### config.mk
export PLATFORM = sky130hd
export DESIGN_NAME = sme_feeder
export DESIGN_NICKNAME = d
export VERILOG_FILES = /design/src/rtl/sme_pkg.sv /design/src/rtl/sme_byte_ram.sv /design/src/rtl/sme_feeder.sv
export SDC_FILE = /design/constraint.sdc
export NUM_CORES = 1
export LEC_CHECK = 0
export CAP_MARGIN = 40
export CORE_ASPECT_RATIO = 2
export CORE_MARGIN = 5
export CORE_UTILIZATION = 63
export CTS_BUF_LIST = sky130_fd_sc_hd__clkbuf_4
export CTS_CLUSTER_SIZE = 12
export DETAILED_ROUTE_END_ITERATION = 8
export GPL_TIMING_DRIVEN = 0
export PLACE_DENSITY = 0.82
export RECOVER_POWER = 50
export SETUP_SLACK_MARGIN = 0.2
export SLEW_MARGIN = 40
export SYNTH_ARGS = -nofsm -noshare
export SYNTH_HDL_FRONTEND = slang
export SYNTH_SLANG_ARGS = --single-unit
### constraint.sdc
create_clock -name clk -period 2.5 [get_ports clk]
set_clock_uncertainty 0.2 [all_clocks]
set_input_delay 0.5 -clock clk [delete_from_list [all_inputs] [get_ports clk]]
set_output_delay 0.5 -clock clk [all_outputs]
set_load 0.005 [all_outputs]
### src/rtl/sme_pkg.sv
// Shared constants, character codes and FSM encoding for the string-match-engine feeder.
package sme_pkg;

    localparam int MAX_STR = 32;
    localparam int MAX_PAT = 8;
    localparam int TIMEOUT = 255;

    localparam logic [7:0] CH_CARET  = 8'h5E;
    localparam logic [7:0] CH_DOLLAR = 8'h24;
    localparam logic [7:0] CH_STAR   = 8'h2A;
    localparam logic [7:0] CH_DOT    = 8'h2E;
    localparam logic [7:0] CH_SPACE  = 8'h20;

    typedef enum logic [2:0] {
        IDLE,
        CHECK,
        SEND_STR,
        GAP,
        SEND_PAT,
        WAIT_RES,
        FINISH
    } sme_state_e;

    // The string length is irrelevant when the engine keeps its previous string.
    function automatic logic lengths_ok(
        input logic [5:0] slen,
        input logic [3:0] plen,
        input logic       skip,
        input int         max_str,
        input int         max_pat
    );
        logic str_ok;
        logic pat_ok;
        str_ok = skip || ((slen != 6'd0) && (int'(slen) <= max_str));
        pat_ok = (plen != 4'd0) && (int'(plen) <= max_pat);
        return str_ok && pat_ok;
    endfunction

endpackage

### src/rtl/sme_byte_ram.sv
// Byte-wide character buffer: synchronous write, asynchronous read, contents survive reset.
module sme_byte_ram #(
    parameter int DEPTH = 32,
    parameter int AW    = $clog2(DEPTH)
) (
    input  logic          clk,
    input  logic          we,
    input  logic [AW-1:0] waddr,
    input  logic [7:0]    wdata,
    input  logic [AW-1:0] raddr,
    output logic [7:0]    rdata
);

    logic [7:0] mem_q [DEPTH];

    always_ff @(posedge clk) begin
        if (we) begin
            mem_q[waddr] <= wdata;
        end
    end

    assign rdata = mem_q[raddr];

endmodule

### src/rtl/sme_feeder.sv
// Streams a stored string and pattern into a string-match engine and captures its answer.
module sme_feeder
    import sme_pkg::*;
#(
    parameter int MAX_STR = sme_pkg::MAX_STR,
    parameter int MAX_PAT = sme_pkg::MAX_PAT,
    parameter int TIMEOUT = sme_pkg::TIMEOUT
) (
    input  logic       clk,
    input  logic       reset,
    input  logic       cfg_we,
    input  logic       cfg_sel,
    input  logic [4:0] cfg_addr,
    input  logic [7:0] cfg_data,
    input  logic [5:0] str_len,
    input  logic [3:0] pat_len,
    input  logic       skip_str,
    input  logic       start,
    output logic       busy,
    output logic       done,
    output logic       err,
    output logic       timeout,
    output logic [7:0] chardata,
    output logic       isstring,
    output logic       ispattern,
    input  logic       sme_valid,
    input  logic       sme_match,
    input  logic [4:0] sme_match_index,
    output logic       res_match,
    output logic [4:0] res_index
);

    localparam int SAW = $clog2(MAX_STR);
    localparam int PAW = $clog2(MAX_PAT);
    localparam logic [7:0] WAIT_LAST = 8'(TIMEOUT - 1);

    sme_state_e  state_q;
    logic        busy_q;
    logic        done_q;
    logic        err_q;
    logic        timeout_q;
    logic [7:0]  chardata_q;
    logic        isstring_q;
    logic        ispattern_q;
    logic        res_match_q;
    logic [4:0]  res_index_q;
    logic [5:0]  str_cnt_q;
    logic [3:0]  pat_cnt_q;
    logic [7:0]  wait_cnt_q;
    logic [5:0]  str_len_q;
    logic [3:0]  pat_len_q;
    logic        skip_q;

    logic        str_we;
    logic        pat_we;
    logic [7:0]  str_rdata;
    logic [7:0]  pat_rdata;

    // Buffers are frozen for the whole transaction so the streamed data is stable.
    assign str_we = cfg_we & ~busy_q & ~cfg_sel;
    assign pat_we = cfg_we & ~busy_q &  cfg_sel;

    sme_byte_ram #(
        .DEPTH (MAX_STR),
        .AW    (SAW)
    ) u_str_ram (
        .clk   (clk),
        .we    (str_we),
        .waddr (cfg_addr[SAW-1:0]),
        .wdata (cfg_data),
        .raddr (str_cnt_q[SAW-1:0]),
        .rdata (str_rdata)
    );

    sme_byte_ram #(
        .DEPTH (MAX_PAT),
        .AW    (PAW)
    ) u_pat_ram (
        .clk   (clk),
        .we    (pat_we),
        .waddr (cfg_addr[PAW-1:0]),
        .wdata (cfg_data),
        .raddr (pat_cnt_q[PAW-1:0]),
        .rdata (pat_rdata)
    );

    always_ff @(posedge clk) begin
        if (reset) begin
            state_q     <= IDLE;
            busy_q      <= 1'b0;
            done_q      <= 1'b0;
            err_q       <= 1'b0;
            timeout_q   <= 1'b0;
            chardata_q  <= 8'h00;
            isstring_q  <= 1'b0;
            ispattern_q <= 1'b0;
            res_match_q <= 1'b0;
            res_index_q <= 5'd0;
            str_cnt_q   <= 6'd0;
            pat_cnt_q   <= 4'd0;
            wait_cnt_q  <= 8'd0;
            str_len_q   <= 6'd0;
            pat_len_q   <= 4'd0;
            skip_q      <= 1'b0;
        end else begin
            done_q <= 1'b0;
            case (state_q)
                IDLE: begin
                    if (start) begin
                        state_q     <= CHECK;
                        busy_q      <= 1'b1;
                        err_q       <= 1'b0;
                        timeout_q   <= 1'b0;
                        res_match_q <= 1'b0;
                        res_index_q <= 5'd0;
                        str_len_q   <= str_len;
                        pat_len_q   <= pat_len;
                        skip_q      <= skip_str;
                        str_cnt_q   <= 6'd0;
                        pat_cnt_q   <= 4'd0;
                    end
                end
                CHECK: begin
                    if (!lengths_ok(str_len_q, pat_len_q, skip_q, MAX_STR, MAX_PAT)) begin
                        state_q <= FINISH;
                        err_q   <= 1'b1;
                        busy_q  <= 1'b0;
                        done_q  <= 1'b1;
                    end else if (skip_q) begin
                        state_q <= GAP;
                    end else begin
                        // The read address is already 0, so character 0 is available now.
                        state_q    <= SEND_STR;
                        isstring_q <= 1'b1;
                        chardata_q <= str_rdata;
                        str_cnt_q  <= 6'd1;
                    end
                end
                SEND_STR: begin
                    if (str_cnt_q == str_len_q) begin
                        state_q    <= GAP;
                        isstring_q <= 1'b0;
                        chardata_q <= 8'h00;
                    end else begin
                        chardata_q <= str_rdata;
                        str_cnt_q  <= str_cnt_q + 6'd1;
                    end
                end
                GAP: begin
                    state_q     <= SEND_PAT;
                    ispattern_q <= 1'b1;
                    chardata_q  <= pat_rdata;
                    pat_cnt_q   <= 4'd1;
                end
                SEND_PAT: begin
                    if (pat_cnt_q == pat_len_q) begin
                        state_q     <= WAIT_RES;
                        ispattern_q <= 1'b0;
                        chardata_q  <= 8'h00;
                        wait_cnt_q  <= 8'd0;
                    end else begin
                        chardata_q <= pat_rdata;
                        pat_cnt_q  <= pat_cnt_q + 4'd1;
                    end
                end
                WAIT_RES: begin
                    wait_cnt_q <= wait_cnt_q + 8'd1;
                    // A result on the last allowed cycle still counts as an answer.
                    if (sme_valid) begin
                        state_q     <= FINISH;
                        res_match_q <= sme_match;
                        res_index_q <= sme_match_index;
                        busy_q      <= 1'b0;
                        done_q      <= 1'b1;
                    end else if (wait_cnt_q == WAIT_LAST) begin
                        state_q     <= FINISH;
                        timeout_q   <= 1'b1;
                        res_match_q <= 1'b0;
                        busy_q      <= 1'b0;
                        done_q      <= 1'b1;
                    end
                end
                FINISH: begin
                    state_q <= IDLE;
                end
                default: begin
                    state_q <= IDLE;
                end
            endcase
        end
    end

    assign busy      = busy_q;
    assign done      = done_q;
    assign err       = err_q;
    assign timeout   = timeout_q;
    assign chardata  = chardata_q;
    assign isstring  = isstring_q;
    assign ispattern = ispattern_q;
    assign res_match = res_match_q;
    assign res_index = res_index_q;

endmodule

==> run summary <==
Synthesis produced a netlist whose cell count is 928. Entering global routing, the biggest net connects 41 pins. The flop-to-flop setup slack was 20 ps. Number of unique standard cell types used by synthesis: 60. In this run switching power makes up 28.8% of total power. The floorplan step defined a die boundary enclosing 27,500 sq um.

Cells fill 74.6% of the core in the end. The cell family contributing the most delay on the critical path is buffers and inverters. Setup repair after global routing could not meet its margin everywhere. Destination of the worst hold path: str_len_q[0]. The number of nets in the layout is 1,127, and the starting density of the core is 63.6%. The worst setup path is launched from a primary input. The transition time at the pin with the least slew margin was 1890 ps; the count of final hold-check violations was 0.

The run gives 3 as the count of H-tree levels built during CTS. The fraction of final layout cells sized beyond drive strength 1 was 29.6%; the largest fanout of any net on the critical path was 8. Leaving out fill and tap cells, the most frequent cell in the layout is sky130_fd_sc_hd__edfxtp_1. The longest individual stage delay on the worst path is 620 ps. Library cell used as clock root buffer: sky130_fd_sc_hd__clkbuf_4. The number of nets in the synthesized netlist is 968. Critical path's slowest cell: sky130_fd_sc_hd__dlygate4sd3_1.

The worst setup path is of the primary input to flip-flop kind. The logs give 10.8 mW for the cell internal power dissipation and 0 for the number of nets with antenna violations after routing. The final reports fail on max-capacitance violations, max-slew violations. The net switching component of the power is 4.35 mW. The synthesized design contains 320 enable-type register cells. For this run, the detailed router's first-pass iteration total came to 7.

Hold timing on the final database bottoms out at a slack of 93.8 ps. Sequential cells burn 47.7% of the power. STA classifies the critical path endpoint as a flip-flop. The number of warning messages in the yosys log came out at 0. After layout, the worst path uses 99.5% of the clock period.

After filler insertion, the fill cell instance count of the layout stands at 1,348. During placement, the flow inserted port buffers numbering 53. TritonCTS created 81 clock buffers.

The critical path goes through dlygate4sd3_1, nor3b_1, nand3b_1, clkbuf_2, clkbuf_4, nor2_1. The startpoint of the lowest-slack hold path is str_len[0]. The cell area that synthesis handed to floorplanning was 15,200 sq um. The routed design has 37,200 um of wire. The CTS clock-pin slew for the worst setup and hold paths is 60 ps, and the number of cells on the worst hold path is 3.

For this design the static power due to leakage is 5.73 nW. The per-cell routed wire length works out to 26.1 um. The number of antenna violations at the first check in global routing is 1. The clock sink total is 380, and the overflow left after global routing is 0.

The min-delay analysis places its worst path in the category primary input to flip-flop. Average footprint of a synthesized cell: 16.3 sq um. Leaving out fill and tap cells, the most frequent cells in the layout are 320 x sky130_fd_sc_hd__edfxtp_1, 116 x sky130_fd_sc_hd__clkbuf_4, 67 x sky130_fd_sc_hd__nor2_1. After detailed routing, the number of remaining DRC violations is 0. Flip-flop and latch count after synthesis: 380. At the end of routability-driven placement, the weighted congestion stood at 0.954. The logs give 329 uV for the maximum VDD drop and 3 for the maximum clock insertion buffer count. From left edge to right edge, the die measures 120 um. In the routed layout, each cell is associated on average with a via count of 6.49. The run gives 0 ps as the summed negative setup slack over all endpoints. The count of final setup violators was 0. TritonCTS built the clock tree. The max-cap violation count is 8, and the clock latency at the later pin of the worst-skew pair is 750 ps.

The fmax is 0.402 GHz, and the number of rows created at floorplan is 80. Data on the critical path is required at its endpoint by 2660 ps. The worst reg-to-reg path cell count came out at 7.

For the total core area, the log shows 23,800 sq um. In the final layout, the multi-input gates occupy 4570 sq um. In this run the power density over the cells is 850 nW/um^2. Measured along the y axis, the die boundary spans 229 um. The top flip-flop cell by instance count after synthesis was sky130_fd_sc_hd__edfxtp_1. The worst register-to-register path begins at str_len_q[0]. Of the total power, combinational logic draws 23.0%. Global routing consumed, over all layers together, 27.7% of the routing resources.

In this run the tightest slew margin relative to its limit is -26.2%. The first global-routing pass estimated 55,700 um of wire. Area added between synthesis and finish: 17.2%. The final critical-path required period came out at 2490 ps. The sequential cells in the finished layout cover a total of 10,800 sq um. Of all flip-flops after synthesis, the portion carrying an async set or reset was 0%.

The run gives 9,637 as the via count of the first global-routing pass. In this run the critical register-to-register path is captured at chardata[1]. Pin placement for this block handled 56 I/O pins.

The clock network accounts for 29.3% of the total power. The run finished, with violations left. For the number of max-slew violations in the final report, the log shows 328.

The number of buffers and inverters on the critical path is 3. Once detailed placement completed, the half-perimeter wirelength came to 24,700 um. For the starting DRC count in detailed routing, the log shows 958. The data arrival time of the critical path is 2650 ps.

The via count was 9,245. After synthesis, flip-flops and latches occupy 71.3% of the total area.
## layout make-up
| class | instances | area share [%] |
|---|---|---|
| Sequential cell | 380 | 60.9 |
| Multi-Input combinational cell | 496 | 25.7 |
| Clock buffer | 110 | 4.65 |
| Timing Repair Buffer | 76 | 3.72 |
| Buffer | 44 | 2.13 |
| Tap cell | 287 | 2.02 |
| Clock inverter | 23 | 0.697 |
| Inverter | 8 | 0.169 |
| Antenna cell | 1 | 0.0141 |
## worst max-delay path by stage
stage / from / end / slack (ps) / depth (start not counted)
floorplan: flip-flop / chardata[5] / 210 / 8
detailed placement: cfg_addr[2] / u_str_ram.mem_q[13][4] / -670 / 4
finish: cfg_addr[0] / u_str_ram.mem_q[26][0] / 10 / 6
global placement: flip-flop / chardata[6] / -660 / 7
CTS: str_len_q[0] / chardata[1] / 5 / 7
global route: str_len_q[0] / chardata[3] / -50 / 7
## worst min-delay path, cell delays in order
cell	delay, ps
sky130_fd_sc_hd__clkdlybuf4s50_1	400
sky130_fd_sc_hd__nand2_1	50
sky130_fd_sc_hd__a21oi_1	50
## Yosys cell counts, types with 6 or more instances
| cell type | instances | area, sq um |
|---|---|---|
| sky130_fd_sc_hd__mux2i_1 | 42 | 420 |
| sky130_fd_sc_hd__a21oi_1 | 32 | 160 |
| sky130_fd_sc_hd__xnor2_1 | 9 | 78.8 |
| sky130_fd_sc_hd__buf_2 | 6 | 30.0 |
| sky130_fd_sc_hd__nand2b_1 | 7 | 43.8 |
| sky130_fd_sc_hd__nor3_1 | 13 | 65.1 |
| sky130_fd_sc_hd__or3_1 | 7 | 43.8 |
| sky130_fd_sc_hd__mux4_2 | 64 | 1440 |
| sky130_fd_sc_hd__a31oi_1 | 9 | 56.3 |
| sky130_fd_sc_hd__xor2_1 | 8 | 70.1 |
| sky130_fd_sc_hd__a211oi_1 | 7 | 52.6 |
| sky130_fd_sc_hd__nor2_1 | 99 | 372 |
| sky130_fd_sc_hd__nand2_1 | 55 | 206 |
| sky130_fd_sc_hd__edfxtp_1 | 320 | 9610 |
| sky130_fd_sc_hd__o21ai_0 | 18 | 90.1 |
| sky130_fd_sc_hd__dfxtp_1 | 60 | 1200 |
| sky130_fd_sc_hd__nand3_1 | 14 | 70.1 |
| sky130_fd_sc_hd__a22oi_1 | 19 | 143 |
| sky130_fd_sc_hd__inv_1 | 8 | 30.0 |
| sky130_fd_sc_hd__a221oi_1 | 14 | 123 |
| sky130_fd_sc_hd__clkbuf_1 | 26 | 97.6 |
| sky130_fd_sc_hd__nand3b_1 | 7 | 52.6 |
## registers in the layout (all words and copies together), names as in the netlist, 5 cells and up, named ones only
name / count
u_str_ram.mem_q: 256
u_pat_ram.mem_q: 64
chardata: 8
wait_cnt_q: 8
str_cnt_q: 6
str_len_q: 6
res_index: 5
## power by group through the flow
stage | Clock, mW | Sequential (mW) | Combinational, mW
5_1_grt | 4.83 | 7.22 | 3.68
3_3_place_gp | 0 | 7.32 | 2.73
6_report | 4.43 | 7.21 | 3.47
2_1_floorplan | 0 | 7.29 | 1.88
3_5_place_dp | 0 | 7.32 | 2.76
4_1_cts | 4.50 | 7.19 | 3.27
## logic make-up after synthesis
group,Yosys count,synth area share [%]
compound gates,131,6.03
xor+xnor,17,0.982
fa+ha+maj,4,0.330
buf+inv,52,1.63
flops,380,71.3
mux,107,12.4
simple gates,237,7.36
## metal layers
layer	GRT usage, %	up-vias	wire length [um]
met5	0	-	0
met4	18.7	0	2810
met3	6.37	135	2410
met2	50.6	529	20500
met1	27.2	4560	11500
li1	-	4021	-
## through the flow
step	worst slack, ps	instances	power [mW]	cell area (sq um)
final	13.1	1425	15.1	17800
after detailed placement	-674	1268	10.1	16000
after global routing	-48.6	1425	15.7	17800
after CTS	4.50	1414	15.0	17500
after global placement	-663	1268	10.0	16000
after floorplan	209	928	9.17	15200
## repair_timing
action | in CTS | in global routing
hold endpoints to repair | 1 | 0
resized for setup | 150 | 50
cloned | 1 | 0
setup endpoints to repair | 191 | 240
pin swaps | 13 | 19
hold buffers | 1 | 0
buffers inserted | 11 | 10
(Power assumes the default switching activity.)
